===== src/rtl/pipe_stage_buf_if.sv =====
// Handshake bundle between two pipeline stages and the buffer between them.
// slave  : the buffer side (pipe_stage_buf).
// master : the side that drives upstream payload and downstream ready/flush.
interface pipe_stage_buf_if #(
  parameter int DATA_W = 64
);
  logic              up_valid_i;
  logic [DATA_W-1:0] up_data_i;
  logic              up_ready_o;
  logic              dn_valid_o;
  logic [DATA_W-1:0] dn_data_o;
  logic              dn_ready_i;
  logic              flush_i;
  logic [1:0]        occ_o;

  modport slave (
    input  up_valid_i, up_data_i, dn_ready_i, flush_i,
    output up_ready_o, dn_valid_o, dn_data_o, occ_o
  );

  modport master (
    output up_valid_i, up_data_i, dn_ready_i, flush_i,
    input  up_ready_o, dn_valid_o, dn_data_o, occ_o
  );
endinterface


===== src/rtl/pipe_stage_buf.sv =====
// Inter-stage pipeline register with valid/ready handshake, 2-entry skid
// buffer, synchronous flush and bubble insertion.
// Optional macro PIPE_STAGE_PERF_EN adds stall/transfer counters.
// All outputs come straight from flops: there is no combinational path from
// dn_ready_i to up_ready_o or dn_valid_o.
module pipe_stage_buf #(
  parameter int                DATA_W     = 64,
  parameter logic [DATA_W-1:0] BUBBLE_VAL = '0
) (
  input  logic                   clk_i,
  input  logic                   rst_i,
`ifdef PIPE_STAGE_PERF_EN
  output logic [31:0]            stall_cnt_o,
  output logic [31:0]            xfer_cnt_o,
`endif
  pipe_stage_buf_if.slave        bus
);

  typedef enum logic [1:0] {
    EMPTY = 2'd0,
    ONE   = 2'd1,
    FULL  = 2'd2
  } state_e;

  state_e            state_q, state_d;
  logic [DATA_W-1:0] main_q, main_d;
  logic [DATA_W-1:0] skid_q, skid_d;
  logic              up_ready_q;
  logic              dn_valid_q;
  logic [1:0]        occ_q;

  logic up_fire;
  logic dn_fire;

  // up_ready_q is already low in FULL, so up_valid_i is ignored there.
  assign up_fire = bus.up_valid_i & up_ready_q;
  assign dn_fire = dn_valid_q & bus.dn_ready_i;

  assign bus.up_ready_o = up_ready_q;
  assign bus.dn_valid_o = dn_valid_q;
  assign bus.dn_data_o  = main_q;
  assign bus.occ_o      = occ_q;

  // Next-state and storage update; flush dominates every handshake.
  always_comb begin
    state_d = state_q;
    main_d  = main_q;
    skid_d  = skid_q;
    if (bus.flush_i) begin
      state_d = EMPTY;
      main_d  = BUBBLE_VAL;
      skid_d  = BUBBLE_VAL;
    end else begin
      unique case (state_q)
        EMPTY: begin
          if (up_fire) begin
            state_d = ONE;
            main_d  = bus.up_data_i;
          end else begin
            main_d  = BUBBLE_VAL;
          end
        end
        ONE: begin
          if (up_fire && dn_fire) begin
            main_d  = bus.up_data_i;
          end else if (up_fire) begin
            state_d = FULL;
            skid_d  = bus.up_data_i;
          end else if (dn_fire) begin
            state_d = EMPTY;
            main_d  = BUBBLE_VAL;
          end
        end
        FULL: begin
          if (dn_fire) begin
            state_d = ONE;
            main_d  = skid_q;
            skid_d  = BUBBLE_VAL;
          end
        end
        default: begin
          state_d = EMPTY;
          main_d  = BUBBLE_VAL;
          skid_d  = BUBBLE_VAL;
        end
      endcase
    end
  end

  // State, storage and registered handshake outputs.
  always_ff @(posedge clk_i) begin
    if (!rst_i) begin
      state_q    <= EMPTY;
      main_q     <= BUBBLE_VAL;
      skid_q     <= BUBBLE_VAL;
      up_ready_q <= 1'b1;
      dn_valid_q <= 1'b0;
      occ_q      <= 2'd0;
    end else begin
      state_q    <= state_d;
      main_q     <= main_d;
      skid_q     <= skid_d;
      up_ready_q <= (state_d != FULL);
      dn_valid_q <= (state_d != EMPTY);
      occ_q      <= state_d;
    end
  end

`ifdef PIPE_STAGE_PERF_EN
  logic [31:0] stall_cnt_q;
  logic [31:0] xfer_cnt_q;

  assign stall_cnt_o = stall_cnt_q;
  assign xfer_cnt_o  = xfer_cnt_q;

  // Performance counters survive flush; only reset clears them.
  always_ff @(posedge clk_i) begin
    if (!rst_i) begin
      stall_cnt_q <= '0;
      xfer_cnt_q  <= '0;
    end else begin
      if (dn_valid_q && !bus.dn_ready_i) stall_cnt_q <= stall_cnt_q + 32'd1;
      if (dn_fire)                       xfer_cnt_q  <= xfer_cnt_q + 32'd1;
    end
  end
`endif

endmodule


===== src/flat_wrapper.sv =====
// flat-port wrapper written by rule: the top's interface ports become plain ports
module pipe_stage_buf_flat 
#(
  parameter int                DATA_W     = 64,
  parameter logic [DATA_W-1:0] BUBBLE_VAL = '0
)
  (clk_i, rst_i, bus_up_valid_i, bus_up_data_i, bus_dn_ready_i, bus_flush_i, bus_up_ready_o, bus_dn_valid_o, bus_dn_data_o, bus_occ_o);
  pipe_stage_buf_if #(.DATA_W(DATA_W)) bus_i ();
  input  logic clk_i;
  input  logic rst_i;
  input wire logic [$bits(bus_i.up_valid_i)-1:0] bus_up_valid_i;
  input wire logic [$bits(bus_i.up_data_i)-1:0] bus_up_data_i;
  input wire logic [$bits(bus_i.dn_ready_i)-1:0] bus_dn_ready_i;
  input wire logic [$bits(bus_i.flush_i)-1:0] bus_flush_i;
  output wire logic [$bits(bus_i.up_ready_o)-1:0] bus_up_ready_o;
  output wire logic [$bits(bus_i.dn_valid_o)-1:0] bus_dn_valid_o;
  output wire logic [$bits(bus_i.dn_data_o)-1:0] bus_dn_data_o;
  output wire logic [$bits(bus_i.occ_o)-1:0] bus_occ_o;
  assign bus_i.up_valid_i = bus_up_valid_i;
  assign bus_i.up_data_i = bus_up_data_i;
  assign bus_i.dn_ready_i = bus_dn_ready_i;
  assign bus_i.flush_i = bus_flush_i;
  assign bus_up_ready_o = bus_i.up_ready_o;
  assign bus_dn_valid_o = bus_i.dn_valid_o;
  assign bus_dn_data_o = bus_i.dn_data_o;
  assign bus_occ_o = bus_i.occ_o;
  pipe_stage_buf #(.DATA_W(DATA_W), .BUBBLE_VAL(BUBBLE_VAL)) u_core (.clk_i(clk_i), .rst_i(rst_i), .bus(bus_i));
endmodule

===== config.mk =====
export PLATFORM = sky130hd
export DESIGN_NAME = pipe_stage_buf_flat
export DESIGN_NICKNAME = d
export VERILOG_FILES = /design/src/rtl/pipe_stage_buf_if.sv /design/src/rtl/pipe_stage_buf.sv /design/src/flat_wrapper.sv
export SDC_FILE = /design/constraint.sdc
export NUM_CORES = 1
export LEC_CHECK = 0
export CAP_MARGIN = 40
export CORE_AREA = 2 2 95 143
export DETAILED_ROUTE_END_ITERATION = 12
export DIE_AREA = 0 0 97 145
export PLACE_DENSITY_LB_ADDON = 0.3
export SLEW_MARGIN = 0
export SYNTH_ARGS = -nofsm -noshare
export SYNTH_HDL_FRONTEND = slang
export SYNTH_SLANG_ARGS = --single-unit

===== constraint.sdc =====
create_clock -name clk_i -period 1.7 [get_ports clk_i]
set_input_delay 0.17 -clock clk_i [delete_from_list [all_inputs] [get_ports clk_i]]
set_output_delay 0.17 -clock clk_i [all_outputs]
set_load 0.1 [all_outputs]

==> run_results.csv <==
group,metric,value,unit
global_routing,pin_count_of_the_biggest_net_entering_global_routing,96,
routing,detailedRoute.firstIterationViolations,511,
routing,avgRoutedWirePerCell,16.9,µm
global_routing,grt_pass1_vias,6105,
timing,unrepaired_setup_endpoints_after_global_routing,"no",
min_path,worstHoldStart,"bus_up_data_i[11]",
routing,dr_total_vias,6598,
floorplan,floorplan.initialDensity,50.3,%
cells_and_area,final_core_util,66.0,%
critical_path,slowest_stage,"sky130_fd_sc_hd__dfxtp_4",
floorplan,fp.dieArea,14100,µm²
placed_design,place.detailed.instances,1056,
clocking,clkSlewWorstSetupHoldPaths,60,ps
yosys,number_of_enable_flip_flop_cells_after_synthesis,0,
yosys,synthFlopType,"sky130_fd_sc_hd__dfxtp_1",
yosys,synth.cell_area,6450,µm²
cells_and_area,area_delta_synth_final,31.2,%
critical_path,worstPathMaxFanout,95,
timing,final_min_period_over_clock_period,92.8,%
floorplan,die_x,97,µm
timing,tightestPinTransition,418,ps
yosys,synth_nets,894,
global_routing,initial_antenna_violation_count,0,
placed_design,hpwlAfterDp,11100,µm
critical_path,regToRegSetupSlack,140,ps
clocking,clockBufferDepth,2,
yosys,yosys.area_share.xor_xnor,0.136,%
floorplan,floorplan.rows,51,
critical_path,critPathMostFrequentCell,"sky130_fd_sc_hd__buf_12",
power,power_per_cell_area,965,nW/µm²
global_routing,first_pass_grt_wire_length,30100,µm
timing,fin_crit,1580,ps
timing,clock_skews,9.02,ps
min_path,worst_hold_path.num_cells,3,
global_routing,globalRouteTotalUtil,25.6,%
floorplan,die_height,145,µm
yosys,post_synthesis_adder_cell_area_fraction,0,%
critical_path,critical-path-top-delay-family,"buffers and inverters",
clocking,cts_tree,"yes",
cells_and_area,antenna-diode-count,0,
cells_and_area,filler_cell_count_in_the_final_layout,1110,
clocking,cts_htree_levels,4,
critical_path,rr_endpoint,"u_core.skid_q[22]$_SDFFE_PP0P_",
yosys,synth_async_sr_flop_share,0,%
cells_and_area,instances_no_fill,1087,
placed_design,gp_congestion,0.788,
clocking,clock_insertion_delay_worst_skew,420,ps
timing,slew_violations,0,
critical_path,worstPathCellList,"buf_12 -> buf_12",
clocking,holdBufCountCts,0,
clocking,clock_sink_count,132,
floorplan,core-area,12800,µm²
critical_path,path_buf_inv,2,
yosys,synth_top_family_by_area,"compound AO/OA/AOI/OAI gates",
routing,detail_route.vias_per_cell,6.07,
yosys,synth.distinct_cells,26,
critical_path,timing.rr.start,"u_core.bus.up_ready_o$_SDFF_PN1_",
critical_path,cp_num_cells,2,
global_routing,sum_of_overflow_across_all_layers_after_global_routing,0,
clocking,cts_buffers,17,
yosys,post_synth.cell_area_avg,7.82,µm²
routing,antenna_left,0,
yosys,yosysWarnings,0,
min_path,class_of_the_most_critical_hold_timing_path,"in2reg",
critical_path,cp-end-kind,"primary output",
routing,first_pass_drt_iterations,5,
critical_path,reg2reg_depth,5,
placed_design,worst_case_setup_slack_after_placement,-67.5,ps
power,worst_voltage_drop_across_the_vdd_grid,0.000623,V
placed_design,port-buffer-count,136,
min_path,min_to,"u_core.skid_q[11]$_SDFFE_PP0P_",
power,p_leak,2.82,nW
yosys,muxShareOfSynthArea,0,%
critical_path,path_class,"reg2out",
critical_path,worst-endpoint-arrival,1410,ps
floorplan,io-pin-count,137,
yosys,synth-compound-area-share,26.2,%
timing,max_freq,0.634,GHz
routing,wl,18300,µm
cells_and_area,nNetsFinal,984,
job,maxCapViolations,0,
critical_path,critical_path.max_stage_delay,440,ps
yosys,post_synth_inst_count,825,
critical_path,startpoint_type,"register",
yosys,yosys.area_share.simple,25.7,%
yosys,synth_seq_area_share,40.9,%
timing,timing.slew.headroom,72.1,%
routing,post-route-drc-count,0,
timing,finalSetupViolCount,0,
timing,setup_ws,123,ps
cells_and_area,post_route_cells_drive_above_1_share,15.3,%
critical_path,crit_required,1530,ps
timing,hold_viol_final,0,
status,outcome,"finished clean",
clocking,clk_root_buffer_cell,"sky130_fd_sc_hd__clkbuf_16",
yosys,synth_seq_cells,132,
worst register-to-register path: stages, from the launching register on:
cell and delay (ps):
sky130_fd_sc_hd__dfxtp_4 440, sky130_fd_sc_hd__and2_0 350, sky130_fd_sc_hd__a21oi_4 120, sky130_fd_sc_hd__buf_12 180
sky130_fd_sc_hd__o21ai_0 240, sky130_fd_sc_hd__a21oi_1 100
state kept, by name (all words and copies together) (netlist names):
signal / count
u_core.skid_q: 64
u_core.state_q: 2
u_core.bus.dn_valid_o: 1
u_core.bus.up_ready_o: 1
u_core.bus.dn_data_o: 64
cells in the mapped netlist, types with 2 or more instances:
| cell type | n | area (µm²) |
|---|---|---|
| sky130_fd_sc_hd__clkbuf_1 | 61 | 229 |
| sky130_fd_sc_hd__a21oi_2 | 2 | 17.5 |
| sky130_fd_sc_hd__buf_6 | 6 | 67.6 |
| sky130_fd_sc_hd__buf_1 | 4 | 15.0 |
| sky130_fd_sc_hd__o21ai_0 | 69 | 345 |
| sky130_fd_sc_hd__nand2b_1 | 3 | 18.8 |
| sky130_fd_sc_hd__nand2_1 | 129 | 484 |
| sky130_fd_sc_hd__buf_2 | 11 | 55.1 |
| sky130_fd_sc_hd__o21ai_1 | 60 | 300 |
| sky130_fd_sc_hd__clkbuf_2 | 6 | 30.0 |
| sky130_fd_sc_hd__a21oi_1 | 195 | 976 |
| sky130_fd_sc_hd__buf_4 | 6 | 45.0 |
| sky130_fd_sc_hd__nor2_1 | 2 | 7.51 |
| sky130_fd_sc_hd__nand4b_1 | 128 | 1120 |
| sky130_fd_sc_hd__dfxtp_1 | 132 | 2640 |
layout by cell type (no fill, tap or decap), drive strengths merged:
master,n
buf,99
a221oi,1
nand4b,128
a21oi,197
nor3,1
o22a,1
o21bai,2
clkdlybuf4s50,67
xnor2,1
nand2b,3
o21ai,129
nand2,130
bufinv,2
and2,1
clkinvlp,2
inv,2
dfxtp,132
clkbuf,20
a21boi,1
nor2,2
clkinv,7
worst max path at each step:
| stage | startpoint | to | slack (ps) |
|---|---|---|---|
| after detailed placement | bus_dn_ready_i | u_core.bus.dn_data_o[1]$_SDFFE_PP0P_ | -70 |
| after global placement | bus_dn_ready_i | u_core.bus.dn_data_o[1]$_SDFFE_PP0P_ | -40 |
| after CTS | u_core.bus.up_ready_o$_SDFF_PN1_ | bus_up_ready_o | 0.04 |
| after global routing | u_core.state_q[1]$_SDFF_PN0_ | bus_occ_o[1] | 60 |
| after floorplan | u_core.state_q[1]$_SDFF_PN0_ | u_core.bus.dn_data_o[43]$_SDFFE_PP0P_ | 20 |
| final | u_core.state_q[1]$_SDFF_PN0_ | bus_occ_o[1] | 120 |
power by group:
part / switching [W] / internal (W)
logic: 0.000873 / 0.000435
clock network: 0.00138 / 0.00228
registers: 0.0000441 / 0.00316
total: 0.00230 / 0.00587
logic make-up after synthesis:
family,Yosys count
DFF,132
xor gates and xnor gates,1
AOI/OAI and AO/OA,331
buffers and inverters,96
and+or+nand+nor,265
through the flow:
step           power [W]  setup TNS (ps)  hold WS [ps]  cell area [µm²]
2_1_floorplan    0.00407               0           339             6470
3_3_place_gp     0.00456            -144           434             7870
3_5_place_dp     0.00457           -1720           440             7870
4_1_cts          0.00820               0           390             8460
5_1_grt          0.00846               0           405             8460
6_report         0.00817               0           400             8460
final cells by class:
class	count	area, µm²	area share, %
Timing Repair Buffer	166	1600	18.9
Clock buffer	20	468	5.53
Inverter	1	3.75	0.0443
Multi-Input combinational cell	597	3410	40.2
Clock inverter	12	128	1.51
Tap cell	159	199	2.35
Sequential cell	132	2660	31.4
per-layer routing:
metal  vias to the layer above  global-route usage (%)  share of wire [%]
li1                       3179                       -                  -
met1                      3173                    31.6                 42
met2                       220                    44.1                 51
met3                        26                    4.72                5.3
met4                         0                    9.30                1.8
met5                         -                       0                  0
what timing repair did:
| action | in CTS | in global routing |
|---|---|---|
| endpoints found under the setup margin | 1 | 2 |
| buffers inserted | 0 | 0 |
| gates resized for setup | 0 | 2 |
Power figures use the tool's default switching activity.
